## src/rtl/button_counter_ctrl_pkg.sv

```systemverilog
// -----------------------------------------------------------------------------
// button_counter_ctrl_pkg
//   Shared definitions for the pushbutton counter controller.
//   - 2-bit debounce FSM state encoding (RELEASED/PRESS_CHK/PRESSED/RELEASE_CHK)
//   - Button index constants into the 4-bit button vector
//   No ports (package).
// -----------------------------------------------------------------------------
package button_counter_ctrl_pkg;

   localparam logic [1:0] RELEASED    = 2'd0;
   localparam logic [1:0] PRESS_CHK   = 2'd1;
   localparam logic [1:0] PRESSED     = 2'd2;
   localparam logic [1:0] RELEASE_CHK = 2'd3;

   typedef enum logic [1:0] {
      ST_RELEASED    = RELEASED,
      ST_PRESS_CHK   = PRESS_CHK,
      ST_PRESSED     = PRESSED,
      ST_RELEASE_CHK = RELEASE_CHK
   } btn_state_e;

   localparam int NUM_BTN = 4;
   localparam int BTN_INC = 0;
   localparam int BTN_DEC = 1;
   localparam int BTN_CLR = 2;
   localparam int BTN_INV = 3;

endpackage

```

## src/rtl/button_counter_ctrl_btn_debounce.sv

```systemverilog
// -----------------------------------------------------------------------------
// button_counter_ctrl_btn_debounce
//   One pushbutton: 2-flop synchroniser, polarity normalisation, 4-state
//   debounce FSM with saturating timer, registered one-cycle press pulse.
//   Optional auto-repeat (macro AUTOREPEAT_EN) for buttons with REPEAT_ALLOWED.
// Ports:
//   clk_i    in  1  system clock
//   rst_n_i  in  1  asynchronous active-low reset
//   btn_i    in  1  raw asynchronous button pin
//   press_o  out 1  one-cycle pulse per accepted press (or repeat), registered
// -----------------------------------------------------------------------------
module button_counter_ctrl_btn_debounce
   import button_counter_ctrl_pkg::*;
#(
   parameter int DB_CYCLES   = 120000,
   parameter int BTN_ACT_LOW = 1
`ifdef AUTOREPEAT_EN
   ,
   parameter int RPT_DELAY      = 6000000,
   parameter int RPT_PERIOD     = 1200000,
   parameter bit REPEAT_ALLOWED = 1'b0
`endif
) (
   input  logic clk_i,
   input  logic rst_n_i,
   input  logic btn_i,
   output logic press_o
);

   localparam int   TW       = (DB_CYCLES > 1) ? $clog2(DB_CYCLES) : 1;
   localparam logic IDLE_LVL = (BTN_ACT_LOW != 0);
   localparam logic [TW-1:0] T_LAST = TW'(DB_CYCLES - 1);

   logic [1:0]    sync_q;
   logic          p;
   btn_state_e    state_q, state_d;
   logic [TW-1:0] timer_q, timer_d, timer_inc;
   logic          fsm_pulse;
   logic          press_q, press_d;

   // Pressed = synchronised level differs from the idle (released) level.
   assign p         = sync_q[1] ^ IDLE_LVL;
   assign timer_inc = (&timer_q) ? timer_q : timer_q + TW'(1);

   always_ff @(posedge clk_i or negedge rst_n_i) begin
      if (!rst_n_i) begin
         sync_q  <= {2{IDLE_LVL}};
         state_q <= ST_RELEASED;
         timer_q <= '0;
         press_q <= 1'b0;
      end else begin
         sync_q  <= {sync_q[0], btn_i};
         state_q <= state_d;
         timer_q <= timer_d;
         press_q <= press_d;
      end
   end

   always_comb begin
      state_d   = state_q;
      timer_d   = timer_q;
      fsm_pulse = 1'b0;
      case (state_q)
         ST_RELEASED: begin
            if (p) begin
               state_d = ST_PRESS_CHK;
               timer_d = '0;
            end
         end
         ST_PRESS_CHK: begin
            if (!p) begin
               state_d = ST_RELEASED;
            end else if (timer_q == T_LAST) begin
               state_d   = ST_PRESSED;
               fsm_pulse = 1'b1;
            end else begin
               timer_d = timer_inc;
            end
         end
         ST_PRESSED: begin
            if (!p) begin
               state_d = ST_RELEASE_CHK;
               timer_d = '0;
            end
         end
         ST_RELEASE_CHK: begin
            if (p) begin
               state_d = ST_PRESSED;
            end else if (timer_q == T_LAST) begin
               state_d = ST_RELEASED;
            end else begin
               timer_d = timer_inc;
            end
         end
         default: state_d = ST_RELEASED;
      endcase
   end

`ifdef AUTOREPEAT_EN
   localparam int RMAX = (RPT_DELAY > RPT_PERIOD) ? RPT_DELAY : RPT_PERIOD;
   localparam int RW   = (RMAX > 1) ? $clog2(RMAX) : 1;

   logic [RW-1:0] rpt_q, rpt_d;
   logic          phase_q, phase_d;   // 0: waiting initial delay, 1: periodic
   logic          rpt_pulse;

   always_ff @(posedge clk_i or negedge rst_n_i) begin
      if (!rst_n_i) begin
         rpt_q   <= '0;
         phase_q <= 1'b0;
      end else begin
         rpt_q   <= rpt_d;
         phase_q <= phase_d;
      end
   end

   // Repeat timer only runs while staying in PRESSED; anything else clears it.
   always_comb begin
      rpt_d     = '0;
      phase_d   = 1'b0;
      rpt_pulse = 1'b0;
      if (REPEAT_ALLOWED && state_q == ST_PRESSED && p) begin
         phase_d = phase_q;
         if (rpt_q == (phase_q ? RW'(RPT_PERIOD - 1) : RW'(RPT_DELAY - 1))) begin
            rpt_pulse = 1'b1;
            phase_d   = 1'b1;
         end else begin
            rpt_d = rpt_q + RW'(1);
         end
      end
   end

   assign press_d = fsm_pulse | rpt_pulse;
`else
   assign press_d = fsm_pulse;
`endif

   assign press_o = press_q;

endmodule

```

## src/rtl/button_counter_ctrl.sv

```systemverilog
// -----------------------------------------------------------------------------
// button_counter_ctrl
//   Debounces 4 board pushbuttons and applies press events to an 8-bit count
//   shown on the LEDs (optionally inverted). Macro AUTOREPEAT_EN enables
//   auto-repeat on the inc/dec buttons.
// Ports:
//   clk_i        in  1  system clock (12 MHz)
//   rst_n_i      in  1  asynchronous active-low reset
//   btn_i        in  4  raw buttons: [0]=inc [1]=dec [2]=clear [3]=invert
//   btn_press_o  out 4  one-cycle press pulses, registered
//   led_o        out 8  count, XOR 8'hFF when invert flag set, registered
// -----------------------------------------------------------------------------
module button_counter_ctrl
   import button_counter_ctrl_pkg::*;
#(
   parameter int DB_CYCLES   = 120000,
   parameter int BTN_ACT_LOW = 1,
   parameter int RPT_DELAY   = 6000000,
   parameter int RPT_PERIOD  = 1200000
) (
   input  logic               clk_i,
   input  logic               rst_n_i,
   input  logic [NUM_BTN-1:0] btn_i,
   output logic [NUM_BTN-1:0] btn_press_o,
   output logic [7:0]         led_o
);

   if (DB_CYCLES < 2 || RPT_DELAY < 1 || RPT_PERIOD < 1) begin : g_bad_cfg
      $error("button_counter_ctrl: DB_CYCLES must be >= 2 and repeat intervals >= 1");
   end

   logic [NUM_BTN-1:0] press;
   logic [7:0]         count_q, count_d;
   logic               inv_q, inv_d;
   logic [7:0]         led_q, led_d;

   for (genvar gi = 0; gi < NUM_BTN; gi++) begin : g_btn
      button_counter_ctrl_btn_debounce #(
         .DB_CYCLES      (DB_CYCLES),
         .BTN_ACT_LOW    (BTN_ACT_LOW)
`ifdef AUTOREPEAT_EN
         ,
         .RPT_DELAY      (RPT_DELAY),
         .RPT_PERIOD     (RPT_PERIOD),
         .REPEAT_ALLOWED ((gi == BTN_INC) || (gi == BTN_DEC))
`endif
      ) u_db (
         .clk_i   (clk_i),
         .rst_n_i (rst_n_i),
         .btn_i   (btn_i[gi]),
         .press_o (press[gi])
      );
   end

   // Clear wins; simultaneous inc and dec cancel.
   always_comb begin
      count_d = count_q;
      inv_d   = inv_q ^ press[BTN_INV];
      if (press[BTN_CLR]) begin
         count_d = 8'h00;
      end else if (press[BTN_INC] && !press[BTN_DEC]) begin
         count_d = count_q + 8'd1;
      end else if (press[BTN_DEC] && !press[BTN_INC]) begin
         count_d = count_q - 8'd1;
      end
      // LED follows the new count in the same cycle it is updated.
      led_d = count_d ^ {8{inv_d}};
   end

   always_ff @(posedge clk_i or negedge rst_n_i) begin
      if (!rst_n_i) begin
         count_q <= 8'h00;
         inv_q   <= 1'b0;
         led_q   <= 8'h00;
      end else begin
         count_q <= count_d;
         inv_q   <= inv_d;
         led_q   <= led_d;
      end
   end

   assign btn_press_o = press;
   assign led_o       = led_q;

endmodule

```

## config.mk

```make
export PLATFORM = sky130hd
export DESIGN_NAME = button_counter_ctrl
export DESIGN_NICKNAME = d
export VERILOG_FILES = /design/src/rtl/button_counter_ctrl_pkg.sv /design/src/rtl/button_counter_ctrl_btn_debounce.sv /design/src/rtl/button_counter_ctrl.sv
export SDC_FILE = /design/constraint.sdc
export NUM_CORES = 1
export LEC_CHECK = 0
export ABC_CLOCK_PERIOD_IN_PS = 2830
export BUFFER_PORTS_ARGS = -buffer_cell sky130_fd_sc_hd__clkbuf_2
export CORE_MARGIN = 2
export CORE_UTILIZATION = 60
export CTS_CLUSTER_DIAMETER = 150
export DETAILED_ROUTE_END_ITERATION = 10
export GPL_TIMING_DRIVEN = 0
export PLACE_DENSITY = 0.86
export SLEW_MARGIN = 20
export SYNTH_ARGS = -nofsm -noshare
export SYNTH_HDL_FRONTEND = slang
export SYNTH_SLANG_ARGS = --single-unit
```

## constraint.sdc

```tcl
create_clock -name clk_i -period 2.83 [get_ports clk_i]
set_input_delay 0.4245 -clock clk_i [delete_from_list [all_inputs] [get_ports clk_i]]
set_output_delay 0.4245 -clock clk_i [all_outputs]
set_load 0.1 [all_outputs]
```

==> impl_metrics.ini, run 1 <==
[run_status]
status = finished clean

[sta]
setup_slack_ns = 0.1328
final_max_slew_viol_count = 0
setup_violations = 0
finalSetupTns_ns = 0
grt_setup_unrepaired = yes
max_freq_mhz = 370.8
fin_crit_ns = 2.697
worst_pin_slew_ns = 0.6985
clock_skew_ns = 0.01063
period_share_pct = 95.31
finalHoldViolCount = 0
slew_headroom_pct = 53.20

[global_routing]
antenna_found_initial = 0
grt.overflow.total = 0
grt_pass1_vias = 4214
grt_max_degree = 79
grt_pass1_wl_um = 19090
grt_usage_pct = 23.52

[route]
avgRoutedWirePerCell_um = 15.73
remaining_drc_errors = 0
wl_um = 11040
routed_via_density = 6.167
vias = 4329
ant_nets = 0
dr.pass1.iters = 5
drtIter0Drc = 172

[worst_setup_path]
cp.required_ns = 3.14
rrSetupSlack_ns = 0.13
worstSetupPathType = reg -> reg
worstSetupStartpointType = flop
crit_path_end_kind = flop
path_max_fanout = 8
cp.arrival_ns = 3.01

[clock_network]
htree_levels = 3
cts_root_buffer = clkbuf_8
cts_buffer_depth = 2
cts_tree = built
cts_buffers = 9
clk_latency_ns = 0.37
clkSlewWorstSetupHoldPaths_ns = 0.11
clkSinkCount = 105

[finish]
final_area_um2 = 6017
diodes = 0
final_common_cell = dfrtp_1
area_delta_synth_final_pct = 10.50
nNetsFinal = 605
mostFrequentLayoutCells = 97 x dfrtp_1, 52 x nand2_1, 49 x nor2_1
drive_above_1_share_pct = 12.46

[placed_design]
placed_cell_area_um2 = 5702
place.gp.congestion = 0.8299
hpwl_um = 7452
pre_cts_ws_ns = -0.2406
port_buffers = 17

[synth]
synth.distinct_cells = 74
mappedNetlistNets = 574
synth-warning-count = 0
avgSynthCellArea_um2 = 9.758
synth_seq_area_share_pct = 48.44
ys_ff_latch = 105
synth_area_um2 = 5445
yosys_most_used_dff = dfrtp_1
synth_edf_count = 0
async_flop_share_pct = 100.0
syn-instance-count = 558

[pwr]
power.density_nw_per_um2 = 455.7
ir_drop_mv = 0.4090
leakagePower_uw = 0.002611
design_power_total_uw = 2742

[floorplanning]
die_x_um = 99.27
fp.dieH_um = 99.27
core-area_um2 = 8763
num_rows = 34
start_util_pct = 62.14
die_area_um2 = 9854
io_pins = 18

[min_path]
hold_class = in -> reg

[run]
maxCapViolCount = 0
-- per-layer routing --
layer / wire, um / track usage, % / vias up
met5: 0 / 0 / -
met4: 131 / 10.01 / 0
met3: 384 / 4.638 / 11
met2: 5490 / 38.05 / 78
met1: 5033 / 31.15 / 2121
li1: - / - / 2119
-- path summary, 6_finish.rpt --
check / startpoint / endpoint / cells after the start
max in group asynchronous: rst_n_i / g_btn[3].u_db.sync_q[1] / 3
max: g_btn[1].u_db.timer_q[8] / g_btn[1].u_db.timer_q[11] / 10
min: btn_i[0] / g_btn[0].u_db.sync_q[0] / 1
max reg2reg: g_btn[1].u_db.timer_q[8] / g_btn[1].u_db.timer_q[11] / 10
min in group asynchronous: rst_n_i / g_btn[0].u_db.timer_q[9] / 2
min reg2reg: g_btn[2].u_db.sync_q[0] / g_btn[2].u_db.sync_q[1] / 0
-- flip-flops by register name (all words and copies together) (netlist names), named ones only --
signal / flops
g_btn.u_db.press_o: 4
g_btn.u_db.state_q: 4
count_q: 8
g_btn.u_db.timer_q: 68
inv_q: 1
g_btn.u_db.sync_q: 8
led_o: 8
-- cells in the mapped netlist, drive strengths merged, types with 3 or more instances --
| library cell | n | share of area, % |
|---|---|---|
| a21o | 3 | 0.41 |
| dfrtp | 97 | 45 |
| nor4b | 3 | 0.48 |
| nand3 | 39 | 3.6 |
| and4 | 8 | 1.3 |
| mux2 | 3 | 0.69 |
| a31o | 3 | 0.48 |
| nor4 | 6 | 0.80 |
| buf | 6 | 0.83 |
| o311ai | 4 | 0.64 |
| o211ai | 10 | 1.4 |
| and2 | 5 | 0.62 |
| nor2 | 52 | 3.6 |
| dfstp | 8 | 3.9 |
| mux2i | 3 | 0.55 |
| o21ai | 27 | 2.5 |
| o31ai | 4 | 0.55 |
| or3 | 18 | 2.1 |
| nand3b | 3 | 0.41 |
| nor2b | 8 | 0.92 |
| a31oi | 3 | 0.34 |
| and3 | 6 | 0.69 |
| xor2 | 22 | 3.5 |
| nand4 | 20 | 2.3 |
| nand2 | 52 | 3.6 |
| nand4b | 3 | 0.48 |
| nor3 | 16 | 1.5 |
| o21a | 4 | 0.69 |
| clkbuf | 11 | 0.78 |
| or4 | 7 | 1.0 |
| ha | 10 | 2.3 |
| inv | 16 | 1.1 |
| xnor2 | 17 | 2.7 |
| a21oi | 21 | 1.9 |
| nand2b | 4 | 0.46 |
-- cells by family after synthesis --
logic type | count (synthesis) | share of synthesized area (%)
simple gates | 262 | 25.92
flops | 105 | 48.44
compound gates | 103 | 13.12
xor+xnor | 39 | 6.273
buf+inv | 33 | 2.711
fa+ha+maj | 10 | 2.298
mux | 6 | 1.241
-- per-stage QoR --
| stage | hold WS (ns) | utilization, % | std cells |
|---|---|---|---|
| 2_1_floorplan | 0.1289 | - | 558 |
| 3_3_place_gp | 0.3457 | 64.65 | 683 |
| 3_5_place_dp | 0.3281 | 65.06 | 684 |
| 4_1_cts | 0.1046 | 67.88 | 701 |
| 5_1_grt | 0.09491 | 68.66 | 702 |
| 6_report | 0.1189 | 68.66 | 702 |
-- power breakdown --
group          switching [uW]  internal (uW)
Clock                     564            436
Sequential               39.3           1540
Combinational             109           53.8
-- final cells by class --
class | count | area, um^2
clock buffers | 9 | 123.9
well taps | 108 | 135.1
clock inverters | 7 | 98.84
repair buffers | 20 | 138.9
plain buffers | 17 | 88.84
multi-input cells | 420 | 2734
inverters | 16 | 60.06
fillers | 654 | 2746
flip-flops and latches | 105 | 2638
-- critical path, stage by stage, from the launching register on --
cell,delay (ns)
dfrtp_1,0.47
and4_1,0.27
and2_1,0.22
nand2_1,0.10
nor3_1,0.06
ha_1,0.28
nand4b_1,0.37
nor3_4,0.30
nand4_1,0.15
or3_1,0.33
nand3_1,0.08
-- timing repair --
item	4_1_cts	5_1_grt
endpoints found under the hold margin	25	0
hold buffers	1	0
gates resized for setup	4	11
endpoints found under the setup margin	5	19
setup buffers	0	1
Note: power is estimated with default switching activity, not from simulation.
==> run 2, diff against run 1 <==
--- a/config.mk
+++ b/config.mk
@@ -6,10 +6,11 @@
 export NUM_CORES = 1
 export LEC_CHECK = 0
 export ABC_CLOCK_PERIOD_IN_PS = 2830
-export BUFFER_PORTS_ARGS = -buffer_cell sky130_fd_sc_hd__clkbuf_2
+export BUFFER_PORTS_ARGS = -buffer_cell sky130_fd_sc_hd__buf_2
 export CORE_MARGIN = 2
 export CORE_UTILIZATION = 60
 export CTS_CLUSTER_DIAMETER = 150
+export CTS_CLUSTER_SIZE = 10
 export DETAILED_ROUTE_END_ITERATION = 10
 export GPL_TIMING_DRIVEN = 0
 export PLACE_DENSITY = 0.86
==> run 2 against run 1 <==
  * Sequential share of layout area increased by 0.61 points
  * Via count increased by 2.2%
  * First-iteration DRC count increased by 42%
  * The run now ends with setup timing left
  * Critical path type unchanged
==> impl_metrics.ini, run 2 (synthesis gave the netlist of run 1 again) <==
[floorplanning]
core-area_um2 = 8763
num_rows = 34
io_pins = 18
die_area_um2 = 9854
start_util_pct = 62.14
die_x_um = 99.27
fp.dieH_um = 99.27

[run_status]
violations = setup timing
status = complete, but fails checks

[sta]
period_share_pct = 100.6
clock_skew_ns = 0.01106
worst_pin_slew_ns = 0.7851
max_freq_mhz = 351.4
setup_slack_ns = -0.01598
finalHoldViolCount = 0
fin_crit_ns = 2.846
final_max_slew_viol_count = 0
grt_setup_unrepaired = yes
setup_violations = 1
finalSetupTns_ns = -0.01598
slew_headroom_pct = 47.53

[worst_setup_path]
worstSetupPathType = reg -> reg
crit_path_end_kind = flop
cp.arrival_ns = 3.10
cp.required_ns = 3.08
max_stage_delay_ns = 0.43
worst_path_most_repeated_cell = ha_1
worstSetupStartpointType = flop
crit_chain = ha_1, and2_1, and3_1, and4_1, ha_1, nor2_1, o21ai_1, clkbuf_1, o31ai_1, a21oi_1
path_max_fanout = 10
slowest_stage = dfrtp_1

[pwr]
clkPwrFrac_pct = 33.4
ir_drop_mv = 0.2742
power.density_nw_per_um2 = 440.4
design_power_total_uw = 2614
p_switching_uw = 683.7
combPwrFrac_pct = 6.2
leakagePower_uw = 0.002601
p_sw_share_pct = 26.16
pwr-share-seq_pct = 60.4
p_int_uw = 1930

[route]
dr.pass1.iters = 5
ant_nets = 0
vias = 4423
wl_um = 11100
avgRoutedWirePerCell_um = 15.82
drtIter0Drc = 245
routed_via_density = 6.301
remaining_drc_errors = 0

[finish]
finalCoreUtilization_pct = 67.72
largest_reg_flops = 68
drive_above_1_share_pct = 11.62
largest_register = g_btn.u_db.timer_q
mostFrequentLayoutCells = 97 x dfrtp_1, 52 x nand2_1, 51 x nor2_1
area_delta_synth_final_pct = 8.984
diodes = 0
nNetsFinal = 605
final_area_um2 = 5934
final_common_cell = dfrtp_1
nFillCells = 660

[clock_network]
cts_root_buffer = clkbuf_8
clk_latency_ns = 0.37
cts_buffers = 9
htree_levels = 3
cts_tree = built
clkSlewWorstSetupHoldPaths_ns = 0.10
cts_buffer_depth = 2
clkSinkCount = 105

[placed_design]
hpwl_um = 7619
port_buffers = 17
placed_cell_area_um2 = 5699
place.gp.congestion = 0.8723

[min_path]
hold_class = in -> reg

[run]
maxCapViolCount = 0

[global_routing]
grt_pass1_vias = 4269
grt_pass1_wl_um = 19060
grt_usage_pct = 23.59
grt_max_degree = 56
antenna_found_initial = 0
grt.overflow.total = 0
==> run 2: through the flow <==
| step | worst slack, ns | hold WS (ns) | cells |
|---|---|---|---|
| global placement | -0.1140 | 0.3458 | 683 |
| detailed placement | -0.1296 | 0.3470 | 684 |
| global route | -0.1639 | 0.09799 | 702 |
| CTS | 0.01278 | 0.1209 | 701 |
| floorplan | 0.2885 | 0.1289 | 558 |
| finish | -0.01598 | 0.1459 | 702 |
==> run 2: layout make-up <==
class,count,area (um^2),share of cell area (%)
clock inverter,7,61.31,1.033
inverter,16,60.06,1.012
sequential,105,2638,44.44
multi-input combinational,420,2693,45.37
clock buffer,9,123.9,2.087
buffer,17,87.58,1.476
tap,108,135.1,2.277
timing repair buffer,20,136.4,2.298
==> run 2: final timing paths <==
kind                                          start                  endpoint  slack, ns  depth (start not counted)
setup reg to reg           g_btn[2].u_db.timer_q[0]  g_btn[2].u_db.timer_q[5]      -0.02                         10
min in group asynchronous                   rst_n_i  g_btn[0].u_db.timer_q[8]       0.55                          2
hold / removal                             btn_i[2]   g_btn[2].u_db.sync_q[0]       0.15                          1
setup / recovery           g_btn[2].u_db.timer_q[0]  g_btn[2].u_db.timer_q[5]      -0.02                         10
hold reg to reg             g_btn[3].u_db.sync_q[0]   g_btn[3].u_db.sync_q[1]       0.36                          0
max in group asynchronous                   rst_n_i   g_btn[1].u_db.sync_q[0]       1.61                          3
==> run 2: what timing repair did <==
item	4_1_cts	5_1_grt
hold buffers	1	0
hold endpoints to repair	16	0
setup endpoints to repair	4	20
buffers inserted	0	1
gates resized for setup	2	4
==> run 2: routing by layer <==
| metal | part of all wire, % | track usage (%) | vias up |
|---|---|---|---|
| met4 | 1.3 | 7.165 | 0 |
| met5 | 0 | 0 | - |
| met2 | 49 | 38.98 | 137 |
| met3 | 5.5 | 6.254 | 16 |
| li1 | - | - | 2121 |
| met1 | 44 | 30.72 | 2149 |
==> run 2: power groups by stage <==
stage / Clock [uW] / Combinational, uW / Sequential (uW)
finish: 874 / 161 / 1580
global route: 969 / 183 / 1590
floorplan: 0 / 94.2 / 1600
CTS: 912 / 163 / 1580
global placement: 0 / 145 / 1600
detailed placement: 0 / 158 / 1610
==> run 2: critical path, delay by kind of cell, from the launching register on <==
| family | cells | cell delay, ns |
|---|---|---|
| AND/OR/NAND/NOR | 4 | 0.99 |
| adder cells (fa/ha/maj) | 2 | 0.44 |
| AO/OA/AOI/OAI | 3 | 0.62 |
| flip-flops | 1 | 0.43 |
| buffers and inverters | 1 | 0.26 |
